<file path="config.mk">
export PLATFORM = sky130hd
export DESIGN_NAME = operand_fetch_stage
export DESIGN_NICKNAME = d
export VERILOG_FILES = /design/src/rtl/operand_fetch_stage.sv
export SDC_FILE = /design/constraint.sdc
export NUM_CORES = 1
export LEC_CHECK = 0
export CELL_PAD_IN_SITES_DETAIL_PLACEMENT = 0
export CELL_PAD_IN_SITES_GLOBAL_PLACEMENT = 1
export CORE_AREA = 5 5 182 140
export CTS_BUF_LIST = sky130_fd_sc_hd__clkbuf_2
export DETAILED_ROUTE_END_ITERATION = 7
export DIE_AREA = 0 0 187 145
export PLACE_DENSITY_LB_ADDON = 0.2
export SETUP_SLACK_MARGIN = 0.15
export SLEW_MARGIN = 15
export SYNTH_ARGS = -nofsm -noshare
export SYNTH_HDL_FRONTEND = slang
export SYNTH_SLANG_ARGS = --single-unit
</file>
<file path="constraint.sdc">
create_clock -name clk -period 4.7 [get_ports clk]
set_clock_uncertainty 0.2 [all_clocks]
set_input_delay 1.175 -clock clk [delete_from_list [all_inputs] [get_ports clk]]
set_output_delay 1.175 -clock clk [all_outputs]
set_load 0.03 [all_outputs]
</file>
<file path="src/rtl/operand_fetch_stage.sv">
`default_nettype none
// ============================================================================
// Module  : operand_fetch_stage
// Purpose : Issue/operand-fetch stage with write scoreboard, writeback bypass
//           and a single valid/ready output register feeding execute.
// Revision: 1.0 - initial release
// ============================================================================
module operand_fetch_stage #(
   parameter int REG_W     = 32,
   parameter int REG_COUNT = 32,
   parameter int PAYLOAD_W = 32,
   localparam int REG_IDX_W = $clog2(REG_COUNT)
) (
   input  logic                 clk,
   input  logic                 aresetn,
   input  logic                 flush,
   input  logic                 in_valid,
   output logic                 in_ready,
   input  logic [REG_IDX_W-1:0] in_rs1,
   input  logic [REG_IDX_W-1:0] in_rs2,
   input  logic [REG_IDX_W-1:0] in_rd,
   input  logic                 in_rd_wen,
   input  logic [PAYLOAD_W-1:0] in_payload,
   output logic [REG_IDX_W-1:0] rf_rd_reg_a,
   output logic [REG_IDX_W-1:0] rf_rd_reg_b,
   input  logic [REG_W-1:0]     rf_rd_data_a,
   input  logic [REG_W-1:0]     rf_rd_data_b,
   input  logic                 wb_en,
   input  logic [REG_IDX_W-1:0] wb_reg,
   input  logic [REG_W-1:0]     wb_data,
   output logic                 out_valid,
   input  logic                 out_ready,
   output logic [REG_W-1:0]     out_rs1_data,
   output logic [REG_W-1:0]     out_rs2_data,
   output logic [REG_IDX_W-1:0] out_rd,
   output logic                 out_rd_wen,
   output logic [PAYLOAD_W-1:0] out_payload,
   output logic [REG_COUNT-1:0] sb_pending
);

   logic                 r_out_valid;
   logic [REG_W-1:0]     r_out_rs1_data;
   logic [REG_W-1:0]     r_out_rs2_data;
   logic [REG_IDX_W-1:0] r_out_rd;
   logic                 r_out_rd_wen;
   logic [PAYLOAD_W-1:0] r_out_payload;
   logic [REG_COUNT-1:0] r_sb;

   logic                 w_hit_a, w_hit_b, w_hit_d;
   logic                 w_busy_a, w_busy_b, w_busy_d;
   logic                 w_hazard, w_ready, w_accept;
   logic [REG_W-1:0]     w_op_a, w_op_b;
   logic [REG_COUNT-1:0] w_sb_next;

   assign rf_rd_reg_a = in_rs1;
   assign rf_rd_reg_b = in_rs2;

   // Writeback to a register this cycle resolves its pending state immediately.
   assign w_hit_a  = wb_en && (wb_reg == in_rs1) && (in_rs1 != '0);
   assign w_hit_b  = wb_en && (wb_reg == in_rs2) && (in_rs2 != '0);
   assign w_hit_d  = wb_en && (wb_reg == in_rd)  && (in_rd  != '0);
   assign w_busy_a = (in_rs1 != '0) && r_sb[in_rs1] && !w_hit_a;
   assign w_busy_b = (in_rs2 != '0) && r_sb[in_rs2] && !w_hit_b;
   assign w_busy_d = in_rd_wen && (in_rd != '0) && r_sb[in_rd] && !w_hit_d;
   assign w_hazard = w_busy_a || w_busy_b || w_busy_d;

   assign w_ready  = (!r_out_valid || out_ready) && !w_hazard && !flush;
   assign w_accept = in_valid && w_ready;
   assign in_ready = w_ready;

   always_comb begin
      w_op_a = rf_rd_data_a;
      if (in_rs1 == '0)
         w_op_a = '0;
      else if (w_hit_a)
         w_op_a = wb_data;

      w_op_b = rf_rd_data_b;
      if (in_rs2 == '0)
         w_op_b = '0;
      else if (w_hit_b)
         w_op_b = wb_data;
   end

   // Ordering encodes priority: writeback clear, then issue set, then flush clear.
   always_comb begin
      w_sb_next = r_sb;
      if (wb_en && (wb_reg != '0))
         w_sb_next[wb_reg] = 1'b0;
      if (w_accept && in_rd_wen && (in_rd != '0))
         w_sb_next[in_rd] = 1'b1;
      if (flush && r_out_valid && r_out_rd_wen && (r_out_rd != '0))
         w_sb_next[r_out_rd] = 1'b0;
      w_sb_next[0] = 1'b0;
   end

   always_ff @(posedge clk or negedge aresetn) begin
      if (!aresetn) begin
         r_out_valid    <= 1'b0;
         r_out_rs1_data <= '0;
         r_out_rs2_data <= '0;
         r_out_rd       <= '0;
         r_out_rd_wen   <= 1'b0;
         r_out_payload  <= '0;
         r_sb           <= '0;
      end else begin
         r_sb <= w_sb_next;
         if (flush) begin
            r_out_valid <= 1'b0;
         end else if (w_accept) begin
            r_out_valid    <= 1'b1;
            r_out_rs1_data <= w_op_a;
            r_out_rs2_data <= w_op_b;
            r_out_rd       <= in_rd;
            r_out_rd_wen   <= in_rd_wen;
            r_out_payload  <= in_payload;
         end else if (out_ready) begin
            r_out_valid <= 1'b0;
         end
      end
   end

   assign out_valid    = r_out_valid;
   assign out_rs1_data = r_out_rs1_data;
   assign out_rs2_data = r_out_rs2_data;
   assign out_rd       = r_out_rd;
   assign out_rd_wen   = r_out_rd_wen;
   assign out_payload  = r_out_payload;
   assign sb_pending   = r_sb;

endmodule
`default_nettype wire

</file>
==> results of run 1 <==
==> stage by stage <==
| step | hold slack, ns | std cells | power [W] | worst slack (ns) |
|---|---|---|---|---|
| finish | 0.326 | 1360 | 0.00434 | 0.225 |
| global route | 0.319 | 1360 | 0.00457 | 0.120 |
| CTS | 0.286 | 1355 | 0.00439 | 0.150 |
| detailed placement | 0.294 | 1294 | 0.00378 | -0.241 |
| global placement | 0.289 | 1294 | 0.00378 | -0.217 |
| floorplan | 0.512 | 684 | 0.00281 | 0.242 |
==> synthesized netlist by cell type, types with 3 or more instances <==
cell        n  area share, %
nor2_1     80            3.7
nor3_1      5           0.31
nand2b_1    3           0.23
or3b_2      3           0.33
buf_1       5           0.23
nand3b_1    5           0.47
nand3_1     7           0.44
xor2_1      4           0.44
inv_1       8           0.37
mux2_4     69             13
nand2_1    16           0.75
and2_1      8           0.62
o22ai_1     3           0.23
a21oi_1    15           0.93
buf_12      8            2.0
buf_2       5           0.31
mux4_2     15            4.2
nor2b_1    18            1.4
a221oi_1   15            1.6
dfrtp_1   134             42
clkbuf_1   24            1.1
xnor2_1    11            1.2
a22oi_1     7           0.65
mux2i_1    80            9.9
mux2_2     35            4.9
o21ai_0    35            2.2
nand4_1     7           0.54
a21boi_0    4           0.37
a22o_1     10            1.1
buf_4      14            1.3
==> cell usage in the layout (no fill, tap or decap), types with 3 or more instances in the layout <==
cell type,count
nand2_1,16
nand2b_1,3
and2_1,6
nand3b_1,5
clkbuf_2,28
o21ai_0,35
a22oi_1,7
nor2b_1,18
clkdlybuf4s50_1,277
xnor2_1,10
nor2_1,78
mux2i_1,78
mux2_4,69
a21oi_1,15
clkinv_1,3
buf_4,82
nand4_1,7
buf_12,6
dlymetal6s2s_1,4
mux2_2,35
a21boi_0,4
nand3_1,7
xor2_2,3
a221oi_1,15
nor3_1,4
dlygate4sd2_1,8
clkinv_2,3
buf_6,10
inv_1,8
a22o_1,10
o22ai_1,3
mux4_2,15
dfrtp_1,132
==> how the worst max path moves through the flow <==
stage,startpoint,to,slack (ns)
floorplan,in_rs1[1],in_ready,0.24
global placement,in_rs1[1],in_ready,-0.22
detailed placement,in_rs1[1],in_ready,-0.24
CTS,in_rs1[2],in_ready,0.15
global route,in_rs1[0],in_ready,0.12
finish,in_rs1[3],out_rs1_data[2]$_DFFE_PN0P_,0.22
==> power by group <==
group	switching [W]	internal, W
Combinational	0.00109	0.00106
Clock	0.000424	0.000136
Sequential	0.000184	0.00144
==> final cells by class <==
type / count / area share, %
multi-input combinational: 483 / 36.0
antenna: 2 / 0.0412
sequential: 134 / 27.6
clock inverter: 7 / 0.278
tap: 306 / 3.15
timing repair buffer: 397 / 31.7
inverter: 8 / 0.247
clock buffer: 23 / 0.947
==> what timing repair did <==
action | in CTS | in global routing
cloned | 2 | 0
buffers inserted | 29 | 3
endpoints found under the setup margin | 1 | 33
pin swaps | 11 | 9
resized for setup | 48 | 29
hold buffers | 0 | 0
==> per-layer routing <==
layer	GRT usage (%)	vias up	wire [µm]
met4	6.91	0	797
li1	-	3197	-
met5	0	-	0
met3	8.19	53	2880
met2	32.3	330	13200
met1	29.6	3496	13400
==> state kept, by name, summed over array words and instances, names as in the netlist <==
name          cells
out_valid         1
out_rs1_data     32
out_rd            5
out_rd_wen        1
out_payload      32
out_rs2_data     32
sb_pending       31
==> logic make-up (layout without fill, tap and decap cells) <==
family                    Yosys count  in the layout
DFF                               134            134
and+or+nand+nor                   166            166
muxes                             199            199
xor gates and xnor gates           15             15
buffers and inverters              67            435
AOI/OAI and AO/OA                 102            102
other                               1              3
==> summary.md, run 1 <==
| Metric | Value |
|---|---|
| Initial DRC Count | `663` |
| Worst path depth | `28` |
| Crit Path Max Fanout | `32` |
| Unique cell type count in the Yosys netlist | `54` |
| Via count | `a little over 7,000` |
| Setup crit start kind | `input port` |
| Finish-stage setup viols | `0` |
| Slew Limit Fails | `0` |
| Tmin final | `between 4 and 5 ns` |
| RSZ-0062 raised after global routing | `true` |
| Hold Crit Endpoint | `out_payload[6]$_DFFE_PN0P_` |
| Placed wire-length estimate | `about 22,000 µm` |
| Placed inst area | `between 10,000 and 15,000 µm²` |
| Top_reg_cell synth | `dfrtp_1` |
| WHS Path Cells | `1` |
| Syn_nets | `839` |
| Worst path slowest cell | `dlygate4sd2_1` |
| Mapped cell area | `about 8000 µm²` |
| Routability congestion estimate from global placement | `0.947` |
| Num CTS Buffers | `17` |
| Clk_lat worst skew | `0.69 ns` |
| Post-synthesis mux area share | `a little under a third` |
| Util after Layout | `roughly 52%` |
| Adder-cell share of the synthesized area | `0%` |
| Largest family of logic cells by synthesized area | `multiplexers` |
| First-pass DRT Iterations | `5` |
| IR drop worst, VDD | `between 0.2 and 0.3 mV` |
| Post-synth EDFFs | `0` |
| CTS tree | `yes` |
| FP Rows | `49` |
| Design area | `around 12,000 µm²` |
| Synth warn | `0` |
| Routed vias/inst | `about 5.2` |
| Post-route ant nets | `0` |
| Die height | `around 150 µm` |
| Outcome | `completed` |
| Worst hold path startpoint | `out_payload[6]$_DFFE_PN0P_` |
| Area grow syn2layout | `50.9%` |
| Leakage power | `between 5 and 6 nW` |
| Share of cells above drive strength 1 | `between 20% and 30%` |
| Clock buffer depth | `2` |
| Initial antenna violation count | `2` |
| Detailed-route DRC error count | `0` |
| Core area | `approximately 24,000 µm²` |
| R2R Path End | `out_payload[3]$_DFFE_PN0P_` |
| H-tree depth | `4` |
| CP Capture Type | `register` |
| Critical path buffer and inverter count | `24` |
| Final global-route overflow total | `0` |
| # IOs | `roughly 300` |
| Post-synth ARST share | `100%` |
| Fin Setup TNS | `0 ns` |
| Tcrit/Tclk final | `between 90% and 100%` |
| DIE AREA | `roughly 27,000 µm²` |
| Slew headroom | `between 30 and 40%` |
| Peak Freq | `223 MHz` |
| R2R cell count | `9` |
| Clock transition at path regs | `0.16 ns` |
| Final #Nets | `between 1,000 and 1,500` |
| Wire length of the first global-routing pass | `~46,000 µm` |
| Register area share after synthesis | `between 40% and 50%` |
| Seq. cell area | `3360 µm²` |
| Synth Area in Compound Gates | `under 10%` |
| Maxcap violations | `0` |
| Port bufs | `between 200 and 300` |
| Crit path max-delay family | `buffers and inverters` |
| Power per cell area | `357 nW/µm²` |
| Critical Path AT | `roughly 4.9 ns` |
| R2R Setup Slk | `1.34 ns` |
| Starting Density | `about a third` |
| Post-Synth Simple-Gate Area | `just over 10%` |
| XOR/XNOR Fraction of Synth Area | `1.63%` |
| Worst min path class | `register to register` |
| Total track usage | `21.8%` |
| Critical path type | `input port to register` |
| Largest net degree at the start of global routing | `97` |
| DIE WIDTH | `between 150 and 200 µm` |
| WL final | `about 30,000 µm` |
| Flops & latches, synth | `approximately 130` |
| Routed WL per cell | `22.2 µm` |
| Vias in the first global route | `7,460` |
| Critical Path RT | `5.11 ns` |
| FF-to-FF Start | `sb_pending[2]$_DFF_PN0_` |
| Delay of the slowest critical-path stage | `0.34 ns` |
| Syn Area/Cell | `between 10 and 15 µm²` |
| Syn Inst Count | `around 680` |
| Area of the multi-input gates | `4380 µm²` |
| Most frequent CP cell | `buf_4` |
| Slew of the pin with the lowest slew margin | `0.960 ns` |
| CTS sink count | `~130` |
| # fillers | `approximately 2,100` |
| Final hold violation count | `0` |
| Root Buffer | `clkbuf_2` |
Note: power is estimated with default switching activity, not from simulation.
==> run 2, diff against run 1 <==
--- a/config.mk
+++ b/config.mk
@@ -12,6 +12,7 @@
 export DETAILED_ROUTE_END_ITERATION = 7
 export DIE_AREA = 0 0 187 145
 export PLACE_DENSITY_LB_ADDON = 0.2
+export RECOVER_POWER = 25
 export SETUP_SLACK_MARGIN = 0.15
 export SLEW_MARGIN = 15
 export SYNTH_ARGS = -nofsm -noshare
==> summary.md, run 2 (same netlist as run 1, synthesis figures left out) <==
| Metric | Value |
|---|---|
| Core area | `23,500 µm² (unchanged)` |
| Most frequent cells in the layout | `clkdlybuf4s50_1 (277), dfrtp_1 (132), buf_4 (81), nor2_1 (78), mux2i_1 (78) (was clkdlybuf4s50_1 (277), dfrtp_1 (132), buf_4 (82), nor2_1 (78), mux2i_1 (78))` |
| Seq pwr share | `37.5% (about the same)` |
| Slew Limit Fails | `97 (was 0)` |
| # IOs | `301 (unchanged)` |
| Starting Density | `34.2% (unchanged)` |
| Routability congestion estimate from global placement | `0.947 (unchanged)` |
| Clock buffer depth | `2 (unchanged)` |
| Setup WS post-layout | `0.225 ns (unchanged)` |
| Routed vias/inst | `5.20 (about the same)` |
| Critical Path Sink | `out_rs1_data[2]$_DFFE_PN0P_ (unchanged)` |
| Most frequent CP cell | `buf_4 (unchanged)` |
| CTS sink count | `134 (unchanged)` |
| Worst hold slack | `0.326 ns (unchanged)` |
| Die height | `145 µm (unchanged)` |
| Int Pwr | `0.00264 W (about the same)` |
| Routed WL per cell | `22.2 µm (about the same)` |
| Crit Path Max Fanout | `32 (unchanged)` |
| CP Capture Type | `register (unchanged)` |
| Maxcap violations | `1 (was 0)` |
| # fillers | `2,126 (was 2,122)` |
| Outcome | `complete, but fails checks (was completed)` |
| Finish-stage setup viols | `0 (unchanged)` |
| Placed wire-length estimate | `21,900 µm (unchanged)` |
| Post-CTS Hold Buffers | `0 (unchanged)` |
| P_sw | `0.00170 W (about the same)` |
| H-tree depth | `4 (unchanged)` |
| Total track usage | `21.8% (unchanged)` |
| Worst min path class | `register to register (unchanged)` |
| Vias in the first global route | `7,460 (unchanged)` |
| Worst path slowest cell | `dlygate4sd2_1 (unchanged)` |
| Non-filler instance count after layout | `1,360 (unchanged)` |
| Delay of the slowest critical-path stage | `0.34 ns (about the same)` |
| Clock transition at path regs | `0.16 ns (about the same)` |
| Clk_lat worst skew | `0.69 ns (about the same)` |
| Initial DRC Count | `663 (unchanged)` |
| Place WS | `-0.241 ns (unchanged)` |
| RSZ-0062 raised after global routing | `true (unchanged)` |
| Leakage power | `5.03 nW (was 5.04 nW)` |
| DIE AREA | `27,100 µm² (unchanged)` |
| Final #Nets | `1,196 (unchanged)` |
| IR drop worst, VDD | `0.285 mV (about the same)` |
| Port bufs | `299 (unchanged)` |
| FP Rows | `49 (unchanged)` |
| Design area | `12,100 µm² (was 12,200 µm²)` |
| Peak Freq | `223 MHz (unchanged)` |
| Final hold violation count | `0 (unchanged)` |
| Tmin final | `4.48 ns (unchanged)` |
| Root Buffer | `clkbuf_2 (unchanged)` |
| Clk pwr share | `12.9% (about the same)` |
| Slew headroom | `-72.7% (was 36.0%)` |
| Critical Path RT | `5.11 ns (about the same)` |
| Placed Cells | `1,294 (unchanged)` |
| Slew of the pin with the lowest slew margin | `2.59 ns (was 0.960 ns)` |
| Power per cell area | `357 nW/µm² (about the same)` |
| Tcrit/Tclk final | `95.2% (unchanged)` |
| Setup crit start kind | `input port (unchanged)` |
| Share of cells above drive strength 1 | `27.0% (was 27.1%)` |
| Switching fraction of total power | `39.2% (about the same)` |
| Combinational cell fraction of total power | `49.6% (about the same)` |
| Final global-route overflow total | `0 (unchanged)` |
| R2R Path End | `out_payload[3]$_DFFE_PN0P_ (unchanged)` |
| Seq. cell area | `3360 µm² (unchanged)` |
| Post-route ant nets | `0 (unchanged)` |
| CTS tree | `yes (unchanged)` |
| Area grow syn2layout | `50.8% (was 50.9%)` |
| FF-to-FF Start | `sb_pending[2]$_DFF_PN0_ (unchanged)` |
| Placed inst area | `11,600 µm² (unchanged)` |
| Num CTS Buffers | `17 (unchanged)` |
| Initial antenna violation count | `2 (unchanged)` |
| R2R Setup Slk | `1.34 ns (about the same)` |
| Critical path type | `input port to register (unchanged)` |
| Via count | `7,073 (was 7,076)` |
| R2R cell count | `9 (unchanged)` |
| Area of the multi-input gates | `4380 µm² (unchanged)` |
| Most common cell after layout, fill and taps aside | `clkdlybuf4s50_1 (unchanged)` |
| CP startpoint | `in_rs1[3] (unchanged)` |
| First-pass DRT Iterations | `5 (unchanged)` |
| Failing checks | `capacitance limit, slew limit` |
| DIE WIDTH | `187 µm (unchanged)` |
| Detailed-route DRC error count | `0 (unchanged)` |
| Largest net degree at the start of global routing | `97 (unchanged)` |
| WL final | `30,200 µm (about the same)` |
| Wire length of the first global-routing pass | `45,900 µm (unchanged)` |
| Power Total | `0.00434 W (about the same)` |
| Critical Path AT | `4.89 ns (about the same)` |
==> run 2: changes by cell type in the layout (fill, tap and decap cells not counted) <==
cell / previous run / this run
clkbuf_2: 28 / 29
buf_4: 82 / 81
clkbuf_1: 0 / 1
buf_6: 10 / 9
==> run 2: area by class of cell <==
| type | count | share of cell area [%] |
|---|---|---|
| Multi-Input combinational cell | 483 | 36.1 |
| Timing Repair Buffer | 397 | 31.6 |
| Sequential cell | 134 | 27.6 |
| Tap cell | 306 | 3.15 |
| Clock buffer | 23 | 0.948 |
| Clock inverter | 7 | 0.278 |
| Inverter | 8 | 0.247 |
| Antenna cell | 2 | 0.0412 |
==> run 2: worst min-delay path by stage <==
stage	slack (ns)	cells past startpoint	endpoint	startpoint
final	0.33	1	out_payload[6]$_DFFE_PN0P_	out_payload[6]$_DFFE_PN0P_
after global routing	0.35	1	out_rs2_data[5]$_DFFE_PN0P_	out_rs2_data[5]$_DFFE_PN0P_
after CTS	0.29	1	sb_pending[26]$_DFF_PN0_	aresetn
after detailed placement	0.29	1	out_payload[29]$_DFFE_PN0P_	out_payload[29]$_DFFE_PN0P_
after global placement	0.29	1	out_payload[14]$_DFFE_PN0P_	out_payload[14]$_DFFE_PN0P_
after floorplan	0.51	2	sb_pending[3]$_DFF_PN0_	sb_pending[3]$_DFF_PN0_
==> run 2: worst max-delay path, delay by kind of cell <==
family                 cells  cell delay (ns)
AND/OR/NAND/NOR            3             0.36
buffers and inverters     24             3.17
multiplexers               1             0.14
==> run 2: metrics by stage <==
stage / utilization (%) / TNS (ns)
finish: 51.6 / 0
global route: 51.6 / 0
CTS: 51.3 / 0
detailed placement: 49.1 / -0.241
global placement: 49.1 / -0.217
floorplan: - / 0
==> run 2: layer usage <==
| metal | GRT usage, % | part of all wire (%) | wire length, µm |
|---|---|---|---|
| met5 | 0 | 0 | 0 |
| met4 | 6.91 | 2.6 | 783 |
| met3 | 8.19 | 9.5 | 2870 |
| met2 | 32.3 | 44 | 13200 |
| met1 | 29.6 | 44 | 13400 |
==> run 2: timing repair <==
| item | 4_1_cts | 5_1_grt |
|---|---|---|
| endpoints found under the setup margin | 1 | 33 |
| gates cloned | 2 | 0 |
| pin swaps | 11 | 9 |
| hold endpoints to repair | 0 | 0 |
| setup buffers | 29 | 3 |
| gates resized for setup | 48 | 29 |
==> run 2: power by group through the flow <==
stage / Sequential [W] / Combinational (W) / Clock [W]
2_1_floorplan: 0.00222 / 0.000592 / 0
3_3_place_gp: 0.00163 / 0.00214 / 0
3_5_place_dp: 0.00164 / 0.00214 / 0
4_1_cts: 0.00163 / 0.00217 / 0.000594
5_1_grt: 0.00167 / 0.00225 / 0.000650
6_report: 0.00163 / 0.00215 / 0.000561
